`config.mk`:
```
export PLATFORM = sky130hd
export DESIGN_NAME = goe_network_flat
export DESIGN_NICKNAME = d
export VERILOG_FILES = /design/src/rtl/goe_pkg.sv /design/src/rtl/goe_network_if.sv /design/src/rtl/goe_line_filter.sv /design/src/rtl/goe_network.sv /design/src/flat_wrapper.sv
export SDC_FILE = /design/constraint.sdc
export NUM_CORES = 1
export LEC_CHECK = 0
export ABC_CLOCK_PERIOD_IN_PS = 1600
export CAP_MARGIN = 20
export CORE_ASPECT_RATIO = 0.8
export CORE_MARGIN = 2
export CORE_UTILIZATION = 46
export CTS_CLUSTER_DIAMETER = 50
export DETAILED_ROUTE_END_ITERATION = 10
export PLACE_DENSITY_LB_ADDON = 0.25
export SYNTH_ARGS = -nofsm -noshare
export SYNTH_HDL_FRONTEND = slang
export SYNTH_HIERARCHICAL = 1
export SYNTH_SLANG_ARGS = --single-unit
```
`constraint.sdc`:
```
create_clock -name clk -period 1.6 [get_ports clk]
set_input_delay 0.32 -clock clk [delete_from_list [all_inputs] [get_ports clk]]
set_output_delay 0.32 -clock clk [all_outputs]
set_load 0.02 [all_outputs]
```
`src/rtl/goe_pkg.sv`:
```
// Shared constants, FSM encoding and source indices for the global OE network.
// No logic of its own; zero latency.
// No flow control: everything here is configuration, not traffic.
package goe_pkg;

  localparam int NUM_GOE = 6;
  localparam int NUM_SRC = 8;
  localparam int SEL_W   = 3;
  localparam int FILT_W  = 3;

  typedef enum logic [0:0] {
    GOE_STABLE  = 1'b0,
    GOE_PENDING = 1'b1
  } goe_state_e;

  // Source indices as seen on goe_src: six dedicated/I-O pins, two OE product terms.
  localparam logic [SEL_W-1:0] GOE_SRC_PIN0 = 3'd0;
  localparam logic [SEL_W-1:0] GOE_SRC_PIN1 = 3'd1;
  localparam logic [SEL_W-1:0] GOE_SRC_PIN2 = 3'd2;
  localparam logic [SEL_W-1:0] GOE_SRC_PIN3 = 3'd3;
  localparam logic [SEL_W-1:0] GOE_SRC_PIN4 = 3'd4;
  localparam logic [SEL_W-1:0] GOE_SRC_PIN5 = 3'd5;
  localparam logic [SEL_W-1:0] GOE_SRC_PT0  = 3'd6;
  localparam logic [SEL_W-1:0] GOE_SRC_PT1  = 3'd7;

  // A programmed length of 0 means the same as 1 (no extra filtering).
  function automatic logic [FILT_W-1:0] goe_eff_len(input logic [FILT_W-1:0] len);
    return (len == '0) ? FILT_W'(1) : len;
  endfunction

endpackage

```
`src/rtl/goe_network_if.sv`:
```
// Bundles the source pins, fuse configuration and OE outputs of the GOE network.
// Pure wiring; zero latency.
// No flow control: every signal is a level sampled each clock.
interface goe_network_if;
  import goe_pkg::*;

  logic [0:NUM_SRC-1]       goe_src;
  logic [0:NUM_GOE*SEL_W-1] cfg_sel;
  logic [0:NUM_GOE-1]       cfg_inv;
  logic [0:NUM_GOE-1]       cfg_filt_en;
  logic [FILT_W-1:0]        cfg_filt_len;
  logic [0:NUM_GOE-1]       goe;
  logic [0:NUM_GOE-1]       goe_pending;

  // The master supplies pins and fuses and observes the OE lines.
  modport master (
    output goe_src, cfg_sel, cfg_inv, cfg_filt_en, cfg_filt_len,
    input  goe, goe_pending
  );

  // The slave is the network itself.
  modport slave (
    input  goe_src, cfg_sel, cfg_inv, cfg_filt_en, cfg_filt_len,
    output goe, goe_pending
  );

endinterface

```
`src/rtl/goe_line_filter.sv`:
```
// One OE line: 2-flop synchroniser, optional glitch filter FSM, output register.
// Latency raw->out is 3 edges unfiltered, 2+L edges filtered (L = max(len,1)).
// No backpressure: a level is sampled every edge; short glitches are dropped.
module goe_line_filter
  import goe_pkg::*;
(
  input  logic              clk,
  input  logic              rst,
  input  logic              raw,
  input  logic              filt_en,
  input  logic [FILT_W-1:0] filt_len,
  output logic              out,
  output logic              pending
);

  localparam logic [0:0] ST_STABLE  = GOE_STABLE;
  localparam logic [0:0] ST_PENDING = GOE_PENDING;

  logic              s1;
  logic              s2;
  logic              out_q;
  logic [0:0]        state;
  logic [FILT_W-1:0] cnt;
  logic [FILT_W-1:0] last_cnt;

  // The edge on which cnt equals L-1 is the L-th consecutive edge seeing the
  // change. Using >= lets a shortened length commit at once, and cnt is only
  // ever incremented while below L-1, so it can neither overshoot nor wrap.
  assign last_cnt = goe_eff_len(filt_len) - 1'b1;

  // Synchroniser, filter FSM, counter and output register; reset wins.
  always_ff @(posedge clk) begin
    if (rst) begin
      s1    <= 1'b0;
      s2    <= 1'b0;
      out_q <= 1'b0;
      cnt   <= '0;
      state <= ST_STABLE;
    end else begin
      s1 <= raw;
      s2 <= s1;
      if (!filt_en) begin
        // Bypass also cleans up a filter that was mid-count when disabled.
        out_q <= s2;
        cnt   <= '0;
        state <= ST_STABLE;
      end else if (s2 != out_q) begin
        // In STABLE cnt is 0, so the same test covers L=1 committing immediately.
        if (cnt >= last_cnt) begin
          out_q <= s2;
          cnt   <= '0;
          state <= ST_STABLE;
        end else begin
          cnt   <= cnt + 1'b1;
          state <= ST_PENDING;
        end
      end else begin
        // Either idle, or the glitch ended before being accepted.
        cnt   <= '0;
        state <= ST_STABLE;
      end
    end
  end

  assign out     = out_q;
  assign pending = (state == ST_PENDING);

endmodule

```
`src/rtl/goe_network.sv`:
```
// Six global OE lines: per-line source mux and polarity invert, then sync/filter.
// Latency source->goe is 3 edges unfiltered, 2+L edges when filtered.
// No backpressure: levels in, levels out, every line independent.
module goe_network
  import goe_pkg::*;
(
  input  logic          clk,
  input  logic          rst,
  goe_network_if.slave  bus
);

  logic [0:NUM_GOE-1] goe_v;
  logic [0:NUM_GOE-1] pend_v;

  for (genvar i = 0; i < NUM_GOE; i++) begin : g_line
    logic [SEL_W-1:0] sel;
    logic             raw;

    // Selection and inversion are combinational so fuse edits go through the
    // synchroniser exactly like pin changes.
    assign sel = bus.cfg_sel[i*SEL_W +: SEL_W];
    assign raw = bus.goe_src[sel] ^ bus.cfg_inv[i];

    goe_line_filter u_line (
      .clk      (clk),
      .rst      (rst),
      .raw      (raw),
      .filt_en  (bus.cfg_filt_en[i]),
      .filt_len (bus.cfg_filt_len),
      .out      (goe_v[i]),
      .pending  (pend_v[i])
    );
  end

  assign bus.goe         = goe_v;
  assign bus.goe_pending = pend_v;

endmodule

```
`src/flat_wrapper.sv`:
```
// flat-port wrapper written by rule: the top's interface ports become plain ports
module goe_network_flat import goe_pkg::*;
  (clk, rst, bus_goe_src, bus_cfg_sel, bus_cfg_inv, bus_cfg_filt_en, bus_cfg_filt_len, bus_goe, bus_goe_pending);
  goe_network_if bus_i ();
  input  logic clk;
  input  logic rst;
  input wire logic [$bits(bus_i.goe_src)-1:0] bus_goe_src;
  input wire logic [$bits(bus_i.cfg_sel)-1:0] bus_cfg_sel;
  input wire logic [$bits(bus_i.cfg_inv)-1:0] bus_cfg_inv;
  input wire logic [$bits(bus_i.cfg_filt_en)-1:0] bus_cfg_filt_en;
  input wire logic [$bits(bus_i.cfg_filt_len)-1:0] bus_cfg_filt_len;
  output wire logic [$bits(bus_i.goe)-1:0] bus_goe;
  output wire logic [$bits(bus_i.goe_pending)-1:0] bus_goe_pending;
  assign bus_i.goe_src = bus_goe_src;
  assign bus_i.cfg_sel = bus_cfg_sel;
  assign bus_i.cfg_inv = bus_cfg_inv;
  assign bus_i.cfg_filt_en = bus_cfg_filt_en;
  assign bus_i.cfg_filt_len = bus_cfg_filt_len;
  assign bus_goe = bus_i.goe;
  assign bus_goe_pending = bus_i.goe_pending;
  goe_network u_core (.clk(clk), .rst(rst), .bus(bus_i));
endmodule
```
# [Word level (Yosys, flattened, before mapping)]
# Cells that the tools add are included.
[op_classes] n_addsub=7 order_cmp=12 n_eq_ne=18 muxes=43 bitwise=24 reduce_logical=19
[ops] operator="1-bit 2-to-1 mux" count=36
[ops] operator="4-bit greater-or-equal comparator, second input constant" count=6
[ops] operator="2-bit by 1-bit != test with 1-bit output, second input constant" count=12
[ops] operator="3-bit NOT with 4-bit output" count=6
[ops] operator="4-bit OR reduction" count=6
[ops] operator="3-bit by 1-bit adder with 3-bit output, second input constant" count=6
[ops] operator="1-bit binary-select mux with 3-bit select" count=6
[ops] operator="3-bit greater-or-equal comparator" count=6
[ops] operator="3-bit OR reduction" count=6
[ops] operator="1-bit NOT" count=12
[ops] operator="2-bit AND reduction" count=6
[ops] operator="1-bit != test" count=6
[ops] operator="1-bit XOR" count=6
[ops] operator="3-bit zero test" count=1
[ops] operator="3-bit 2-to-1 mux" count=1
[ops] operator="3-bit by 1-bit subtractor with 3-bit output, second input constant" count=1
[word_totals] register_bits=42 in_bits=43 out_inout_bits=12 wordCells=153

# [Logic depth before layout (Yosys ltp)]
# Gate-level depths: netlist of the first run.
[depth] depth_word=7 ltp_mapped=8 mapped_depth_nobuf=8

# [By module]
# Netlist of the first run, hierarchy kept.
[modules_own_cells] mod="goe_line_filter" n_inst=6 cells_each=35 area_each_um2=361.6 seq_area_each_um2=140.1
[modules_own_cells] mod="goe_network" n_inst=1 cells_each=42 area_each_um2=457.9 seq_area_each_um2=0.0

# [Worst setup path after synthesis of the first run]
# OpenSTA, ideal clock, no wires.
[synth_path] kind="input-to-reg" from="input bus_cfg_filt_len[2]" to="register u_core.g_line[0].u_line.out_q" setup_time_ns=0.072 arrival_ns=1.537 t_required_ns=1.528 setup_slack_ns=-0.009 path_stages=8 n_path_buf=0 cell_sequence="nor2_1 -> nor2_1 -> ha_1 -> xnor2_1 -> ha_1 -> nand2_2 -> o2111ai_4 -> mux2i_1"
[synth_between] elab_chain_cells=6
[synth_lines] item="start: declaration" line="flat_wrapper.sv:11" rtl="input wire logic [$bits(bus_i.cfg_filt_len)-1:0] bus_cfg_filt_len;"
[synth_lines] item="3-bit zero test" line="goe_pkg.sv:28" rtl="return (len == '0) ? FILT_W'(1) : len;"
[synth_lines] item="3-bit 2-to-1 mux (*)" line="goe_pkg.sv:28"
[synth_lines] item="3-bit by 1-bit subtractor with 3-bit output (*)" line="goe_line_filter.sv:29" rtl="assign last_cnt = goe_eff_len(filt_len) - 1'b1;"
[synth_lines] item="3-bit greater-or-equal comparator (*)" line="goe_line_filter.sv:49" rtl="if (cnt >= last_cnt) begin"
[synth_lines] item="2-bit by 1-bit != test with 1-bit output (no source line) (*)"
[synth_lines] item="2-bit AND reduction (no source line) (*)"
[synth_lines] item="end signal: assignment" line="goe_line_filter.sv:36" rtl="out_q <= 1'b0;"
[synth_lines] item="end signal: assignment" line="goe_line_filter.sv:44" rtl="out_q <= s2;"
[synth_lines] item="end signal: assignment" line="goe_line_filter.sv:50" rtl="out_q <= s2;"
[synth_lines] item="end: declaration" line="goe_line_filter.sv:21" rtl="logic out_q;"
# Mark *: on every way between the ends. The rest lies on a longest branch, timed or not.
# A chain may end at the register's enable or synchronous reset.

# [Worst setup path after layout of the first run]
[layout_path] from="input bus_cfg_filt_len[1]" to="register u_core.g_line[0].u_line.out_q"
# The elaborated chain is that of the path after synthesis.

==> out/metrics.csv, run 1 <==
stage;metric;value;unit
status;status;finished, violations left;
status;violations;negative setup slack;
layout;multi_input_area;0.00205;mm²
layout;final_cells;410;
global_route;grt.overflow.total;0;
placement;place.gp.congestion;0.770;
placement;dpl.hpwl;3710;µm
clock_network;cts_root_buffer;clkbuf_8;
sta;fmax;0.592;GHz
setup_path;r2r_end;u_core/g_line[4].u_line/cnt[1];
run;max_cap_violations;0;
layout;layout_common_cells;42 x dfxtp_1, 34 x clkdlybuf4s50_1, 30 x mux2i_1, 22 x inv_1;
routing;via_count;2010;
sta;worst_pin_slew;0.282;ns
logic_synthesis;synth.yosys.seq_area_share;32.0;%
pwr;clockPowerShare;27.1;%
sta;slew_headroom;81.2;%
global_route;grt_pass1_wl;8290;µm
pwr;p_int;0.00186;W
sta;setup_violations;10;
layout;diodes;0;
pwr;pwr-share-seq;42.8;%
clock_network;cts_made_buffers;5;
routing;routed_via_density;4.90;
pwr;vdd_ir_drop_max;373;µV
setup_path;cp_max_fo;5;
setup_path;crit_required;1.83;ns
setup_path;cp-start-kind;primary input;
placement;numPortBuffers;54;
worst_hold_path;whs_endpoint;u_core/g_line[1].u_line/s2;
global_route;track_usage;16.7;%
global_route;grt_max_degree;31;
logic_synthesis;yosys.area.top_type;dfxtp_1;
setup_path;critPathSlowestCell;ha_1;
setup_path;critPathKind;in2reg;
clock_network;clockBufferDepth;2;
layout;area_delta_synth_final;52.4;%
setup_path;critPathBufInv;5;
sta;hold_viol;0;
floorplanning;start_util;47.8;%
layout;layout.cells.most_common;dfxtp_1;
logic_synthesis;synth_seq_cells;42;
global_route;grt_pass1_vias;1936;
logic_synthesis;netlist.area_leader.share;32.0;%
layout;nets;404;
routing;wirelength;5720;µm
floorplanning;core-area;0.00550;mm²
routing;ant_nets;0;
setup_path;reg2reg_from;u_core/g_line[4].u_line/cnt[0];
logic_synthesis;synth.area.top_cells;dfxtp_1 32%, ha_1 14%, mux2i_1 11%;
clock_network;insertion_delay;0.29;ns
logic_synthesis;yosysUniqueCellTypes;16;
floorplanning;die_x;88.5;µm
pwr;p_comb_share;30.1;%
floorplanning;io_pins;55;
logic_synthesis;netlist_area;0.00263;mm²
routing;drcViolationCount;0;
setup_path;cp_cell_sequence;buf_8, buf_12, buf_16, buf_6, inv_2, ha_4, xnor2_2, ha_1, nand2_2, o2111ai_4, mux2i_1;
floorplanning;fp-row-count;24;
setup_path;crit_path_end_kind;flip-flop;
worst_hold_path;worstHoldStart;u_core/g_line[1].u_line/s1;
setup_path;worstPathArrival;1.91;ns
sta;skew;0.00916;ns
layout;seqCellArea;841;µm²
setup_path;worst_path_dominant_cell_family;buffers and inverters;
layout;drive_gt1_share;32.2;%
routing;first_pass_iters;4;
pwr;p_leak;1.70;nW
clock_network;htreeDepth;2;
clock_network;cts_tree;built;
sta;finalCritPeriodShare;106;%
setup_path;r2r_cells;6;
placement;post-place-ws;-0.743;ns
routing;drtIter0Drc;27;
setup_path;ff2ff_setup_slack;0.14;ns
sta;finalWorstSetupSlack;-0.0892;ns
routing;avgRoutedWirePerCell;13.9;µm
clock_network;clock_sinks;42;
pwr;power_density;651;mW/mm²
worst_hold_path;hp-class;reg2reg;
worst_hold_path;hold_path_depth;1;
pwr;p_sw_share;28.7;%
clock_network;path_clk_slew;0.09;ns
placement;numPlacedInstances;388;
setup_path;startpoint;bus_cfg_filt_len[1];
floorplanning;die_h;71.6;µm
setup_path;cp_slowest_stage_delay;0.31;ns
logic_synthesis;synthCells;252;
floorplanning;die_area;0.00634;mm²
logic_synthesis;synth_nets;325;
global_route;antenna_found_initial;0;
logic_synthesis;synth_area_per_cell;10.4;µm²
logic_synthesis;synth_warnings;6;
sta;final_max_slew_viol_count;0;
pwr;p_sw;0.000749;W
layout;fill_cells;398;
sta;rsz0062_at_grt;yes;
sta;finalCriticalPeriod;1.69;ns
layer usage:
metal  vias up  wire (µm)  GRT usage [%]
met4         0         63           4.04
met3         6        298           3.80
met5         -          0              0
met2        52       2800           28.7
met1       944       2560           21.2
li1       1008          -              -
cell type report:
class	count	area share, %
tap	78	2.44
clock inverter	3	0.625
timing repair buffer	78	20.6
sequential	42	21.0
multi-input combinational	180	51.3
inverter	24	2.31
clock buffer	5	1.72
power groups by stage:
stage	clock, W	combinational (W)	sequential (W)
4_1_cts	0.000737	0.000655	0.00111
3_3_place_gp	0	0.000591	0.00114
2_1_floorplan	0	0.000354	0.00115
6_report	0.000707	0.000785	0.00111
5_1_grt	0.000775	0.000845	0.00112
3_5_place_dp	0	0.000605	0.00114
registers in the layout, indices dropped and copies added, names as in the netlist:
| register | cells |
|---|---|
| u_core/g_line.u_line/cnt | 18 |
| u_core/g_line.u_line/out | 6 |
| u_core/g_line.u_line/pending | 6 |
| u_core/g_line.u_line/s1 | 6 |
| u_core/g_line.u_line/s2 | 6 |
how the worst max path moves through the flow:
stage | endpoint | depth (start not counted)
after floorplan | u_core/g_line[0].u_line/out | 8
after global placement | u_core/g_line[4].u_line/out | 10
after detailed placement | u_core/g_line[1].u_line/out | 10
after CTS | u_core/g_line[2].u_line/out | 11
after global routing | u_core/g_line[3].u_line/cnt[2] | 11
final | u_core/g_line[0].u_line/out | 11
logic make-up after synthesis:
kind of cell	count (synthesis)	synth area share [%]
buffers and inverters	30	4.57
AND/OR/NAND/NOR	84	18.6
XOR/XNOR	24	8.00
flip-flops	42	32.0
adder cells (fa/ha/maj)	30	14.3
multiplexers	36	16.6
AO/OA/AOI/OAI	6	6.00
cell usage after synthesis (all sizes together):
cell type   n
ha         30
o2111ai     6
nor2       18
nor3       18
mux2i      30
mux4        6
inv        24
nor2b      18
nand2      12
clkbuf      6
nand2b     18
dfxtp      42
xnor2      18
xor2        6
stage by stage:
stage | util, % | hold slack (ns) | total power (W) | setup TNS, ns | instance area [µm²]
3_3_place_gp | 60.7 | 0.419 | 0.00173 | -20.62 | 3340
6_report | 72.9 | 0.433 | 0.00261 | -0.601 | 4000
2_1_floorplan | - | 0.392 | 0.00150 | 0 | 2630
3_5_place_dp | 60.7 | 0.424 | 0.00174 | -22.19 | 3340
4_1_cts | 65.4 | 0.437 | 0.00251 | -0.794 | 3590
5_1_grt | 72.9 | 0.459 | 0.00274 | -1.37 | 4000
timing repair:
item | CTS | global route
cloned | 1 | 0
buffers inserted | 7 | 7
hold buffers | 0 | 0
endpoints found under the setup margin | 36 | 36
gates resized for setup | 45 | 71
pin swaps | 25 | 46
worst register-to-register path, cell delays in order, from the launching register on:
cell,delay (ns)
dfxtp_1,0.39
inv_1,0.07
ha_1,0.33
nor2b_4,0.13
o2111ai_4,0.18
buf_6,0.16
nor3_2,0.15
Note: power is estimated with default switching activity, not from simulation.
==> run 2: changes to the inputs <==
--- a/config.mk
+++ b/config.mk
@@ -10,7 +10,6 @@
 export CORE_ASPECT_RATIO = 0.8
 export CORE_MARGIN = 2
 export CORE_UTILIZATION = 46
-export CTS_CLUSTER_DIAMETER = 50
 export DETAILED_ROUTE_END_ITERATION = 10
 export PLACE_DENSITY_LB_ADDON = 0.25
 export SYNTH_ARGS = -nofsm -noshare
==> results of run 2 <==
Final layout, timing and power as in run 1 (identical DEF).
==> run 3: changes to the inputs <==
--- a/config.mk
+++ b/config.mk
@@ -10,6 +10,7 @@
 export CORE_ASPECT_RATIO = 0.8
 export CORE_MARGIN = 2
 export CORE_UTILIZATION = 46
+export CTS_CLUSTER_DIAMETER = 200
 export DETAILED_ROUTE_END_ITERATION = 10
 export PLACE_DENSITY_LB_ADDON = 0.25
 export SYNTH_ARGS = -nofsm -noshare
==> results of run 3 <==
Final layout, timing and power as in run 1 (identical DEF).
